==> config.mk <==
export PLATFORM = sky130hd
export DESIGN_NAME = rr_arbiter_fsm_flat
export DESIGN_NICKNAME = d
export VERILOG_FILES = /design/src/rtl/rr_arbiter_fsm_pkg.sv /design/src/rtl/rr_arbiter_fsm_if.sv /design/src/rtl/rr_arbiter_fsm_pick.sv /design/src/rtl/rr_arbiter_fsm.sv /design/src/flat_wrapper.sv
export SDC_FILE = /design/constraint.sdc
export NUM_CORES = 1
export LEC_CHECK = 0
export CORE_UTILIZATION = 35
export DETAILED_ROUTE_END_ITERATION = 6
export SETUP_SLACK_MARGIN = 0.1
export SYNTH_ARGS = -nofsm -noshare
export SYNTH_HDL_FRONTEND = slang
export SYNTH_SLANG_ARGS = --single-unit
==> constraint.sdc <==
create_clock -name clk -period 1.9 [get_ports clk]
set_input_delay 0.38 -clock clk [delete_from_list [all_inputs] [get_ports clk]]
set_output_delay 0.38 -clock clk [all_outputs]
set_load 0.01 [all_outputs]
==> src/rtl/rr_arbiter_fsm_pkg.sv <==
// Shared definitions for the round-robin arbiter: controller state encoding,
// default hold limit, hold counter width and a small modulo helper.
package rr_arbiter_fsm_pkg;

    // Controller states. The 2'b11 code is unused and recovers to idle.
    typedef enum logic [1:0] {
        ST_IDLE = 2'b00,
        ST_GNT  = 2'b01,
        ST_GAP  = 2'b10
    } state_t;

    // Default number of consecutive grant cycles in one tenure.
    localparam int HOLD_MAX_DEFAULT = 16;

    // The tenure counter is 8 bits wide. It is cleared on every grant, so
    // with HOLD_MAX <= 255 it cannot wrap.
    localparam int HOLD_W = 8;

    // (a + b) mod n, for a < n and b <= n. This avoids a real modulo operator
    // in the index arithmetic.
    function automatic int wrap_add(input int a, input int b, input int n);
        int s;
        s = a + b;
        return (s >= n) ? (s - n) : s;
    endfunction

endpackage

==> src/rtl/rr_arbiter_fsm_if.sv <==
// Request/grant bundle between the requesters and the arbiter.
// The master side is the arbiter, which drives the grant and the status
// signals. The slave side is the requesters and the datapath.
interface rr_arbiter_fsm_if #(
    parameter int N  = 4,
    parameter int IW = 2
);
    logic [N-1:0]  req;
    logic [N-1:0]  grant;
    logic [IW-1:0] owner;
    logic          busy;
    logic          timeout_tick;

    modport master (
        input  req,
        output grant,
        output owner,
        output busy,
        output timeout_tick
    );

    modport slave (
        output req,
        input  grant,
        input  owner,
        input  busy,
        input  timeout_tick
    );
endinterface

==> src/rtl/rr_arbiter_fsm_pick.sv <==
// rr_pick: a combinational circular priority encoder. It returns the first
// set bit of req when scanning ptr, ptr+1, ... and wraps from N-1 to 0.
module rr_pick
    import rr_arbiter_fsm_pkg::*;
#(
    parameter int N  = 4,
    parameter int IW = 2
) (
    input  logic [N-1:0]  req,
    input  logic [IW-1:0] ptr,
    output logic          valid,
    output logic [IW-1:0] idx
);

    // cand[k] is the requester index at scan offset k from ptr.
    logic [IW-1:0] cand [N];
    logic [N-1:0]  hit;

    genvar gi;
    generate
        for (gi = 0; gi < N; gi++) begin : g_offset
            assign cand[gi] = IW'(wrap_add(int'(ptr), gi, N));
            assign hit[gi]  = req[cand[gi]];
        end
    endgenerate

    // Select the lowest scan offset that has a request. The loop runs
    // downward so that the smallest offset is written last and wins.
    always_comb begin
        valid = 1'b0;
        idx   = '0;
        for (int j = N - 1; j >= 0; j--) begin
            if (hit[j]) begin
                valid = 1'b1;
                idx   = cand[j];
            end
        end
    end

endmodule

==> src/rtl/rr_arbiter_fsm.sv <==
// Round-robin arbiter with a Moore controller (idle -> gnt -> gap -> idle).
// The grant is decoded from the state and owner registers only. A tenure ends
// when the owner drops its request or when it reaches HOLD_MAX cycles.
module rr_arbiter_fsm
    import rr_arbiter_fsm_pkg::*;
#(
    parameter int N        = 4,
    parameter int IW       = 2,
    parameter int HOLD_MAX = HOLD_MAX_DEFAULT
) (
    input  logic              clk,
    input  logic              reset,
    rr_arbiter_fsm_if.master  bus
);

    localparam logic [HOLD_W-1:0] HOLD_LAST = HOLD_W'(HOLD_MAX - 1);

    state_t             state_reg, state_next;
    logic [IW-1:0]      owner_reg, owner_next;
    logic [IW-1:0]      ptr_reg, ptr_next;
    logic [HOLD_W-1:0]  hold_cnt_reg, hold_cnt_next;
    logic               timeout_reg, timeout_next;

    logic               pick_valid;
    logic [IW-1:0]      pick_idx;
    logic [IW-1:0]      owner_inc;
    logic               owner_req;
    logic [N-1:0]       owner_onehot;

    logic [N-1:0]       grant;
    logic               busy;
    logic               timeout_tick;

    rr_pick #(
        .N  (N),
        .IW (IW)
    ) u_pick (
        .req   (bus.req),
        .ptr   (ptr_reg),
        .valid (pick_valid),
        .idx   (pick_idx)
    );

    // The priority pointer moves to the slot just after the owner that leaves.
    assign owner_inc = IW'(wrap_add(int'(owner_reg), 1, N));
    assign owner_req = bus.req[owner_reg];

    genvar gi;
    generate
        for (gi = 0; gi < N; gi++) begin : g_decode
            assign owner_onehot[gi] = (owner_reg == IW'(gi));
        end
    endgenerate

    // State, pointer, owner, counter and timeout-flag registers, async reset.
    always_ff @(posedge clk or posedge reset) begin
        if (reset) begin
            state_reg    <= ST_IDLE;
            owner_reg    <= '0;
            ptr_reg      <= '0;
            hold_cnt_reg <= '0;
            timeout_reg  <= 1'b0;
        end else begin
            state_reg    <= state_next;
            owner_reg    <= owner_next;
            ptr_reg      <= ptr_next;
            hold_cnt_reg <= hold_cnt_next;
            timeout_reg  <= timeout_next;
        end
    end

    // Next-state logic. A release that coincides with the hold limit counts
    // as a release, so the timeout flag is set only while req is still held.
    always_comb begin
        state_next    = state_reg;
        owner_next    = owner_reg;
        ptr_next      = ptr_reg;
        hold_cnt_next = hold_cnt_reg;
        timeout_next  = 1'b0;
        case (state_reg)
            ST_IDLE: begin
                if (pick_valid) begin
                    state_next    = ST_GNT;
                    owner_next    = pick_idx;
                    hold_cnt_next = '0;
                end
            end
            ST_GNT: begin
                hold_cnt_next = hold_cnt_reg + 1'b1;
                if (!owner_req) begin
                    state_next = ST_GAP;
                    ptr_next   = owner_inc;
                end else if (hold_cnt_reg == HOLD_LAST) begin
                    state_next   = ST_GAP;
                    ptr_next     = owner_inc;
                    timeout_next = 1'b1;
                end
            end
            ST_GAP: begin
                state_next = ST_IDLE;
            end
            default: begin
                state_next = ST_IDLE;
            end
        endcase
    end

    // Moore output decode. Every state other than gnt, including illegal
    // codes, drives an all-zero grant.
    always_comb begin
        grant        = '0;
        busy         = 1'b0;
        timeout_tick = 1'b0;
        case (state_reg)
            ST_GNT: begin
                grant = owner_onehot;
                busy  = 1'b1;
            end
            ST_GAP: begin
                timeout_tick = timeout_reg;
            end
            default: begin
                grant        = '0;
                busy         = 1'b0;
                timeout_tick = 1'b0;
            end
        endcase
    end

    assign bus.grant        = grant;
    assign bus.owner        = owner_reg;
    assign bus.busy         = busy;
    assign bus.timeout_tick = timeout_tick;

endmodule

==> src/flat_wrapper.sv <==
// flat-port wrapper written by rule: the top's interface ports become plain ports
module rr_arbiter_fsm_flat import rr_arbiter_fsm_pkg::*;
#(
    parameter int N        = 4,
    parameter int IW       = 2,
    parameter int HOLD_MAX = HOLD_MAX_DEFAULT
)
  (clk, reset, bus_req, bus_grant, bus_owner, bus_busy, bus_timeout_tick);
  rr_arbiter_fsm_if #(.N(N), .IW(IW)) bus_i ();
  input  logic clk;
  input  logic reset;
  input wire logic [$bits(bus_i.req)-1:0] bus_req;
  output wire logic [$bits(bus_i.grant)-1:0] bus_grant;
  output wire logic [$bits(bus_i.owner)-1:0] bus_owner;
  output wire logic [$bits(bus_i.busy)-1:0] bus_busy;
  output wire logic [$bits(bus_i.timeout_tick)-1:0] bus_timeout_tick;
  assign bus_i.req = bus_req;
  assign bus_grant = bus_i.grant;
  assign bus_owner = bus_i.owner;
  assign bus_busy = bus_i.busy;
  assign bus_timeout_tick = bus_i.timeout_tick;
  rr_arbiter_fsm #(.N(N), .IW(IW), .HOLD_MAX(HOLD_MAX)) u_core (.clk(clk), .reset(reset), .bus(bus_i));
endmodule
**Word-level counts from Yosys, hierarchy flattened**

Cells that the tools add are included.

- Logic and storage cells: 78
- Output and inout port bits: 8
- Bits of input ports: 6
- Register bits after elaboration: 15

- Mux-type cells: 37
- Order comparisons: 10
- Reduce and logical (&&, ||, !) cells: 7
- Equality and inequality tests: 9
- Add/subtract/negate cells: 10

Operator list:

| operator | count |
|---|---|
| two-way mux 2 bit | 14 |
| one-hot mux 8 bit (2 select lines) | 1 |
| less-than comparator 2 x 3 -> 1 bit, second input constant | 5 |
| two-way mux 1 bit | 14 |
| >= comparator 3 bit, second input constant | 4 |
| binary-select mux 1 bit (select 2 bit) | 5 |
| subtractor 2 x 1 -> 2 bit, second input constant | 5 |
| adder 8 x 1 -> 8 bit, second input constant | 1 |
| == test 8 x 4 -> 1 bit, second input constant | 1 |
| two-way mux 8 bit | 1 |
| AND reduction 2 bit | 4 |
| adder 2 x 1 -> 3 bit, second input constant | 2 |
| adder 2 x 2 -> 3 bit, second input constant | 2 |
| == test 2 bit, second input constant | 3 |
| == test 2 x 1 -> 1 bit, second input constant | 2 |
| zero test 2 bit | 2 |
| two-way mux 4 bit | 1 |
| one-hot mux 2 bit (2 select lines) | 1 |
| >= comparator 2 x 3 -> 1 bit, second input constant | 1 |
| inequality test 3 bit, second input constant | 1 |
| inequality test 2 x 1 -> 1 bit, second input constant | 1 |
| inequality test 2 bit, second input constant | 1 |
| nonzero test 2 bit | 1 |

**Longest topological paths before layout**

Gate-level depths: netlist of the first run.

- Word-level depth: 11
- Gate-level depth with buffers: 5
- Gate-level depth less buffers: 5

**By module**

A second synthesis of the first run with hierarchy kept.

- Cells, all modules: 91
- Area, all modules: 884.6 sq um

Modules (own cells, without submodules):

| module | cells an instance | area an instance (sq um) | sequential area each (sq um) | times used |
|---|---|---|---|---|
| rr_arbiter_fsm | 78 | 807.0 | 375.4 | 1 |
| rr_pick | 13 | 77.6 | 0.0 | 1 |

**Worst setup path before layout of the first run**

OpenSTA, ideal clock, no wires.

- Path type: register -> register
- From: register u_core.owner_reg[1] (netlist: u_core.bus.owner[1])
- To: register u_core.ptr_reg[0]
- Arrival time: 1.524 ns
- Slack: 0.251 ns
- Path buffers: 0
- Stages on the path, launching flop included: 4
- Required time: 1.775 ns
- Period minus slack after synthesis: 1.649 ns
- Setup time: 0.125 ns
- Cell sequence: dfrtp_1 -> mux4_2 -> a21oi_4 -> mux2_4

- Word-level cells in the longest chain between the ends: 5
- Elaborated cells on any way between the ends: 9
- Those cells by class: 1 x add/sub; 1 x order compare; 1 x eq/ne; 5 x mux; 1 x reduce/logical

RTL lines:

| item | RTL line | text |
|---|---|---|
| start, declared | rr_arbiter_fsm.sv:19 | `logic [IW-1:0] owner_reg, owner_next;` |
| start signal, assigned | rr_arbiter_fsm.sv:65 | `owner_reg <= owner_next;` |
| adder 2 x 1 -> 3 bit | rr_arbiter_fsm_pkg.sv:23 | `s = a + b;` |
| >= comparator 3 bit | rr_arbiter_fsm_pkg.sv:24 | `return (s >= n) ? (s - n) : s;` |
| two-way mux 2 bit | rr_arbiter_fsm_pkg.sv:24 |  |
| two-way mux 2 bit | rr_arbiter_fsm.sv:93 | `end else if (hold_cnt_reg == HOLD_LAST) begin` |
| two-way mux 2 bit | rr_arbiter_fsm.sv:90 | `if (!owner_req) begin` |
| end signal, assigned | rr_arbiter_fsm.sv:66 | `ptr_reg <= ptr_next;` |
| end, declared | rr_arbiter_fsm.sv:20 | `logic [IW-1:0] ptr_reg, ptr_next;` |

Parallel ways exist; a longest one is shown, timed or not. The select of a mux whose other input is x is not followed.
A chain may end at the register's enable or synchronous reset.

**Worst setup path in the final report of the first run**

- From: register u_core.state_reg[1]
- To: output port bus_busy

- Word-level cells in the longest chain between the ends: 2

RTL lines:

| item | RTL line | text |
|---|---|---|
| start, declared | rr_arbiter_fsm.sv:18 | `state_t state_reg, state_next;` |
| start signal, assigned | rr_arbiter_fsm.sv:64 | `state_reg <= state_next;` |
| == test 2 x 1 -> 1 bit | rr_arbiter_fsm.sv:114 | `case (state_reg)` |
| two-way mux 1 bit | rr_arbiter_fsm.sv:114 |  |
| end, declared | flat_wrapper.sv:15 | `output wire logic [$bits(bus_i.busy)-1:0] bus_busy;` |

No other way between the ends.

==> results of run 1 <==
[cell usage in the layout, fill, tap and decap left out, types with 2 or more instances in the layout]
| cell | count |
|---|---|
| buf_4 | 15 |
| dfrtp_1 | 13 |
| o21ai_0 | 10 |
| nand2_1 | 8 |
| clkdlybuf4s50_1 | 7 |
| and2_1 | 6 |
| inv_1 | 6 |
| ha_1 | 5 |
| clkbuf_2 | 5 |
| nand3_1 | 4 |
| nor2_1 | 4 |
| nor2b_1 | 3 |
| o21ai_1 | 3 |
| clkbuf_4 | 3 |
| and3_1 | 2 |
| a21o_1 | 2 |
| mux2_4 | 2 |
| a21oi_1 | 2 |
| dfrtp_2 | 2 |
[worst register-to-register path: stages, from the launching register on]
cell and delay [ns]:
dfrtp_1 0.40, or2b_1 0.26, inv_2 0.10, buf_4 0.12, buf_4 0.10, buf_4 0.09, buf_4 0.12, nand3_1 0.08
xnor2_1 0.13, and2_1 0.15
[cell type report]
type	count	area (µm²)
fillers	228	1120
multi-input cells	65	452
flip-flops and latches	15	378
repair buffers	28	216
well taps	28	35.0
inverters	7	26.3
clock buffers	3	22.5
clock inverters	1	5.00
[cells by family (layout without fill, tap and decap cells)]
family,after synthesis,after routing,share of synthesized area
buf+inv,9,39,0.0409
fa+ha+maj,5,5,0.0731
simple gates,33,33,0.205
compound gates,22,22,0.161
mux,3,3,0.0614
xor+xnor,2,2,0.0205
flops,15,15,0.439
[worst paths after layout]
check	end	slack [ns]	cells past startpoint
hold reg to reg	u_core.hold_cnt_reg[5]	0.50	1
setup reg to reg	u_core.hold_cnt_reg[6]	0.24	9
max in group asynchronous	u_core.bus.owner[0]	1.07	2
min in group clk	u_core.hold_cnt_reg[5]	0.50	1
setup / recovery	bus_busy	0.14	5
hold / removal	u_core.hold_cnt_reg[0]	0.43	2
[timing repair]
item                       CTS  global route
setup endpoints to repair    6             6
buffers inserted             3             3
gates cloned                 0             0
resized for setup           12             8
[power groups by stage]
stage | Sequential [mW] | Combinational, mW | Clock (mW)
after floorplan | 0.496 | 0.402 | 0
after global placement | 0.511 | 0.665 | 0
after detailed placement | 0.514 | 0.672 | 0
after CTS | 0.512 | 0.713 | 0.190
after global routing | 0.529 | 0.838 | 0.207
final | 0.514 | 0.750 | 0.186
[metal layers]
layer | GRT usage | part of all wire
met5 | 0 | 0
met2 | 0.277 | 0.48
met3 | 0.0268 | 0.041
met4 | 0.0811 | 0.013
met1 | 0.243 | 0.47
[synthesized netlist by cell type (all sizes together)]
master / count / area share
o21ai: 13 / 0.076
nand4: 1 / 0.0073
o221ai: 1 / 0.010
a21boi: 1 / 0.0088
mux2: 2 / 0.035
or2b: 1 / 0.0088
nor4: 2 / 0.015
o22ai: 1 / 0.0073
inv: 7 / 0.031
and4: 1 / 0.010
nand3: 4 / 0.023
xor2: 1 / 0.010
nor2b: 3 / 0.022
a21o: 2 / 0.018
ha: 5 / 0.073
clkbuf: 1 / 0.0044
a22o: 1 / 0.010
a21oi: 3 / 0.031
xnor2: 1 / 0.010
dfrtp: 15 / 0.44
nand2: 8 / 0.035
and2: 6 / 0.044
or3: 1 / 0.0073
nor2: 4 / 0.018
buf: 1 / 0.0058
and3: 2 / 0.015
mux4: 1 / 0.026
[stage by stage]
stage                     instances  cell area, µm²  setup TNS, ns  hold WS, ns
after floorplan                  89             856              0        0.281
after global routing            147            1130              0        0.512
after global placement          137            1080         -0.165        0.482
after detailed placement        137            1080         -0.378        0.485
final                           147            1130              0        0.431
after CTS                       144            1130              0        0.449
==> metrics.md, run 1 <==
| Metric | Value |
|---|---|
| TritonCTS clock tree | `done` |
| Post-synth net total | `100` |
| Dpl hpwl | `roughly 1.4 mm` |
| Final Cycle Share | `0.925` |
| Pleak | `0.561 nW` |
| Wire per inst | `13.3 µm` |
| Tot Pwr | `1.45 mW` |
| Hold Vio Cnt, Final | `0` |
| First-pass GRT wire length | `3.45 mm` |
| Root buffer cell | `clkbuf_4` |
| H-tree depth | `1` |
| Crit Path Class | `reg2out` |
| Switching Share | `0.391` |
| RSZ-0062 raised after global routing | `no` |
| Clock Path Buffers | `2` |
| Syn Area/Cell | `between 9 and 10 µm²` |
| Top Ports | `14` |
| P_int | `approximately 880 µW` |
| Clk Latency, worst-skew pair | `a little under 0.3 ns` |
| Crit. End Element | `output port` |
| Syn. warnings | `0` |
| Reg clk slew, reported paths | `0.10 ns` |
| Crit path cell chain | `or2b_1, inv_2, buf_4, buf_4, clkbuf_2` |
| Die Wd | `51.5 µm` |
| Largest net degree at the start of global routing | `16` |
| CP max stage delay | `~0.4 ns` |
| Clock Sinks | `15` |
| First drt pass iteration count | `4` |
| Clock network power share | `0.128` |
| Critical Path Start | `u_core.state_reg[1]` |
| Layout Skew | `0.00944 ns` |
| Fin crit period | `1.76 ns` |
| Total Routed Length | `1.95 mm` |
| Initial antenna violation count | `0` |
| Vias in the first global route | `between 700 and 800` |
| Placeable Area | `approximately 2300 µm²` |
| Status | `finished clean` |
| Buffers on Ports | `13` |
| Slew margin rel. | `0.618` |
| Pwr Density | `1280 nW/µm²` |
| Initial core utilization | `0.380` |
| CP delay by family, top | `buffers and inverters` |
| Reg-to-reg startpoint | `u_core.state_reg[1]` |
| Die Y | `51.5 µm` |
| 1st-iter DRT viols | `9` |
| Worst-Margin Slew | `roughly 0.57 ns` |
| Number of core rows | `17` |
| Setup WS post-layout | `0.142 ns` |
| Peak VDD IR | `0.689 mV` |
| Grt ovf | `0` |
| Critical-path maximum fanout | `5` |
| Final core occ | `0.503` |
| Slowest CP cell | `dfrtp_1` |
| Critical path buffers and inverters | `4` |
| Final slew viol count | `0` |
| Endpoints failing setup | `0` |
| Critical path data required time | `1.52 ns` |
| Worst path most repeated cell | `buf_4` |
| Antenna viol nets, final | `0` |
| Yosys reg bits | `15` |
| Largest register FFs | `8` |
| Reg power frac | `0.354` |
| Full die area | `approximately 2600 µm²` |
| TritonCTS Buffers | `3` |
| Hold_buf cts | `0` |
| Syn Std Cell Area | `856 µm²` |
| Placer Congestion | `0.746` |
| Mapped Cells | `89` |
| Setup crit start kind | `register` |
| Routed vias | `745` |
| Fmax | `569 MHz` |
| Area growth from synthesis to layout | `32.6%` |
| NetSw | `568 µW` |
| Total GRT Usage | `0.179` |
| Nets | `131` |
| Diodes inserted | `0` |
| Max-cap violations | `0` |
| Sequential-to-total area share from yosys stat | `0.439` |
| Hold Path Class | `in2async` |
| Combinational share of power | `0.517` |
| Place WS | `-0.0878 ns` |
| Layout cells sized above 1 | `0.269` |
| CP Data Arrival Time | `~1.4 ns` |
| Synth cell types | `29` |
| DRC viols | `0` |
| Via density | `5.07` |
(Power assumes the default switching activity.)
==> run 2, diff against run 1 <==
--- a/config.mk
+++ b/config.mk
@@ -5,8 +5,12 @@
 export SDC_FILE = /design/constraint.sdc
 export NUM_CORES = 1
 export LEC_CHECK = 0
+export CELL_PAD_IN_SITES_DETAIL_PLACEMENT = 0
+export CELL_PAD_IN_SITES_GLOBAL_PLACEMENT = 1
 export CORE_UTILIZATION = 35
 export DETAILED_ROUTE_END_ITERATION = 6
+export GPL_ROUTABILITY_DRIVEN = 0
+export PLACE_DENSITY_LB_ADDON = 0.1
 export SETUP_SLACK_MARGIN = 0.1
 export SYNTH_ARGS = -nofsm -noshare
 export SYNTH_HDL_FRONTEND = slang
==> run 2 against run 1 <==
Die area is the same. Register-to-register slack about the same. Global-route usage grew 0.59 points. Setup slack worse by 0.020 ns. Utilization down 1.9 points. Clock-buffer cell count up 1. Cell area fell by 3.9%. Worst hold slack better by 0.024 ns. Maximum frequency shrank 1.1%. Highest routed layer unchanged.
==> metrics.md, run 2 (synthesized netlist as in run 1, its figures left out) <==
| Metric | Value |
|---|---|
| Status | `finished clean` |
| Clk Latency, worst-skew pair | `0.28 ns (about the same)` |
| Layout Skew | `0.00533 ns (-0.00412 ns)` |
| Crit. End Element | `output port` |
| Most frequent cells in the layout | `dfrtp_1, o21ai_0, buf_4` |
| Final core occ | `0.484 (-0.0194)` |
| Antenna viol nets, final | `0 (unchanged)` |
| Worst-Margin Slew | `0.594 ns (+0.0216 ns)` |
| Hold slack final | `0.455 ns (+0.0239 ns)` |
| First-pass GRT wire length | `3.48 mm (+0.99%)` |
| Crit Path Class | `reg2out` |
| First drt pass iteration count | `4 (unchanged)` |
| Pleak | `0.530 nW (-5.6%)` |
| Critical-path maximum fanout | `6 (+1)` |
| Via density | `5.27 (+4.0%)` |
| Clock Sinks | `15 (unchanged)` |
| Grt ovf | `0 (unchanged)` |
| TritonCTS clock tree | `done` |
| Root buffer cell | `clkbuf_4` |
| CP Data Arrival Time | `1.40 ns (+0.02 ns)` |
| Total Routed Length | `1.99 mm (+2.0%)` |
| Final Cycle Share | `0.936 (+0.0107)` |
| TritonCTS Buffers | `3 (unchanged)` |
| Endpoints failing setup | `0 (unchanged)` |
| Slew margin rel. | `0.604 (-0.0144)` |
| Routed vias | `743 (-0.27%)` |
| Pwr Density | `1270 nW/µm² (-0.56%)` |
| Reg clk slew, reported paths | `0.10 ns (about the same)` |
| Nets | `125 (-4.6%)` |
| Largest net degree at the start of global routing | `16 (unchanged)` |
| H-tree depth | `1 (unchanged)` |
| Critical path data required time | `1.52 ns (about the same)` |
| 1st-iter DRT viols | `28 (+19)` |
| Peak VDD IR | `0.724 mV (+5.1%)` |
| Largest register FFs | `8 (unchanged)` |
| Fin crit period | `1.78 ns (+0.0202 ns)` |
| Register Area | `378 µm² (unchanged)` |
| Total GRT Usage | `0.184 (+0.00585)` |
| Multi-input logic area | `445 µm² (-1.4%)` |
| Layout cells sized above 1 | `0.195 (-0.0742)` |
| Filler cell count | `226 (-0.88%)` |
| Top Ports | `14 (unchanged)` |
| Reg2Reg Setup Slack | `0.25 ns (about the same)` |
| Full die area | `2650 µm² (unchanged)` |
| Setup crit start kind | `register` |
| Hold_buf cts | `0 (unchanged)` |
| Dpl hpwl | `1.50 mm (+6.3%)` |
| Fmax | `562 MHz (-1.1%)` |
| Final slew viol count | `0 (unchanged)` |
| Area growth from synthesis to layout | `27.5%` |
| Placeable Area | `2250 µm² (unchanged)` |
| Hold Path Class | `in2async` |
| Vias in the first global route | `729 (-3.1%)` |
| Max-cap violations | `0 (unchanged)` |
| Initial antenna violation count | `0 (unchanged)` |
| Buffers on Ports | `13 (unchanged)` |
| Initial core utilization | `0.380 (unchanged)` |
| Most common cell after layout, fill and taps aside | `dfrtp_1` |
| RSZ-0062 raised after global routing | `yes` |
| Diodes inserted | `0 (unchanged)` |
| Clock Path Buffers | `2 (unchanged)` |
| DRC viols | `0 (unchanged)` |
| Number of core rows | `17 (unchanged)` |
| Wire per inst | `14.1 µm (+6.3%)` |
| Hold Vio Cnt, Final | `0 (unchanged)` |
| Die Wd | `51.5 µm (unchanged)` |
| Die Y | `51.5 µm (unchanged)` |
[run 2: what timing repair did]
item                       in CTS  in global routing
gates resized for setup        12                  4
buffers inserted                0                  2
setup endpoints to repair       6                  4
gates cloned                    0                  0
[run 2: report_power, final]
group          switching [mW]  total [mW]  internal [mW]
Combinational           0.345       0.689          0.344
Sequential              0.101       0.511          0.410
Clock                   0.105       0.187         0.0815
[run 2: final cells by class]
cell class,count,share of cell area
multi-input cells,65,0.408
repair buffers,22,0.165
flip-flops and latches,15,0.346
clock buffers,4,0.0241
well taps,28,0.0321
inverters,7,0.0241
[run 2: final timing paths]
path | cells past startpoint | start | end
min reg2reg | 1 | u_core.hold_cnt_reg[5] | u_core.hold_cnt_reg[5]
min | 2 | reset | u_core.hold_cnt_reg[5]
max reg2reg | 3 | u_core.bus.owner[1] | u_core.ptr_reg[1]
max | 4 | u_core.state_reg[1] | bus_grant[1]
min in group clk | 1 | u_core.hold_cnt_reg[5] | u_core.hold_cnt_reg[5]
max in group asynchronous | 2 | reset | u_core.bus.owner[0]
[run 2: metal layers]
metal / global-route usage / share of wire
met1: 0.250 / 0.49
met4: 0.0811 / 0.013
met3: 0.0298 / 0.041
met2: 0.288 / 0.46
met5: 0 / 0
[run 2: critical path, cell delays in order (launching register included)]
cell and delay (ns):
dfrtp_1 0.39, or2b_1 0.26, inv_2 0.10, and2_1 0.13
clkdlybuf4s15_1 0.24
[run 2: metrics by stage]
step	TNS (ns)	std cells	power [mW]	area (µm²)	worst slack [ns]
after CTS	0	139	1.38	1090	0.0733
after global routing	0	141	1.49	1090	0.0510
after floorplan	0	89	0.897	856	0.251
after global placement	-0.0913	135	1.19	1060	-0.0457
after detailed placement	-0.878	135	1.20	1060	-0.121
final	0	141	1.39	1090	0.122
==> run 3, diff against run 2 <==
--- a/config.mk
+++ b/config.mk
@@ -12,6 +12,7 @@
 export GPL_ROUTABILITY_DRIVEN = 0
 export PLACE_DENSITY_LB_ADDON = 0.1
 export SETUP_SLACK_MARGIN = 0.1
+export SLEW_MARGIN = 15
 export SYNTH_ARGS = -nofsm -noshare
 export SYNTH_HDL_FRONTEND = slang
 export SYNTH_SLANG_ARGS = --single-unit
==> results of run 3 <==
No change in the layout: final DEF, timing and power equal those of run 2.
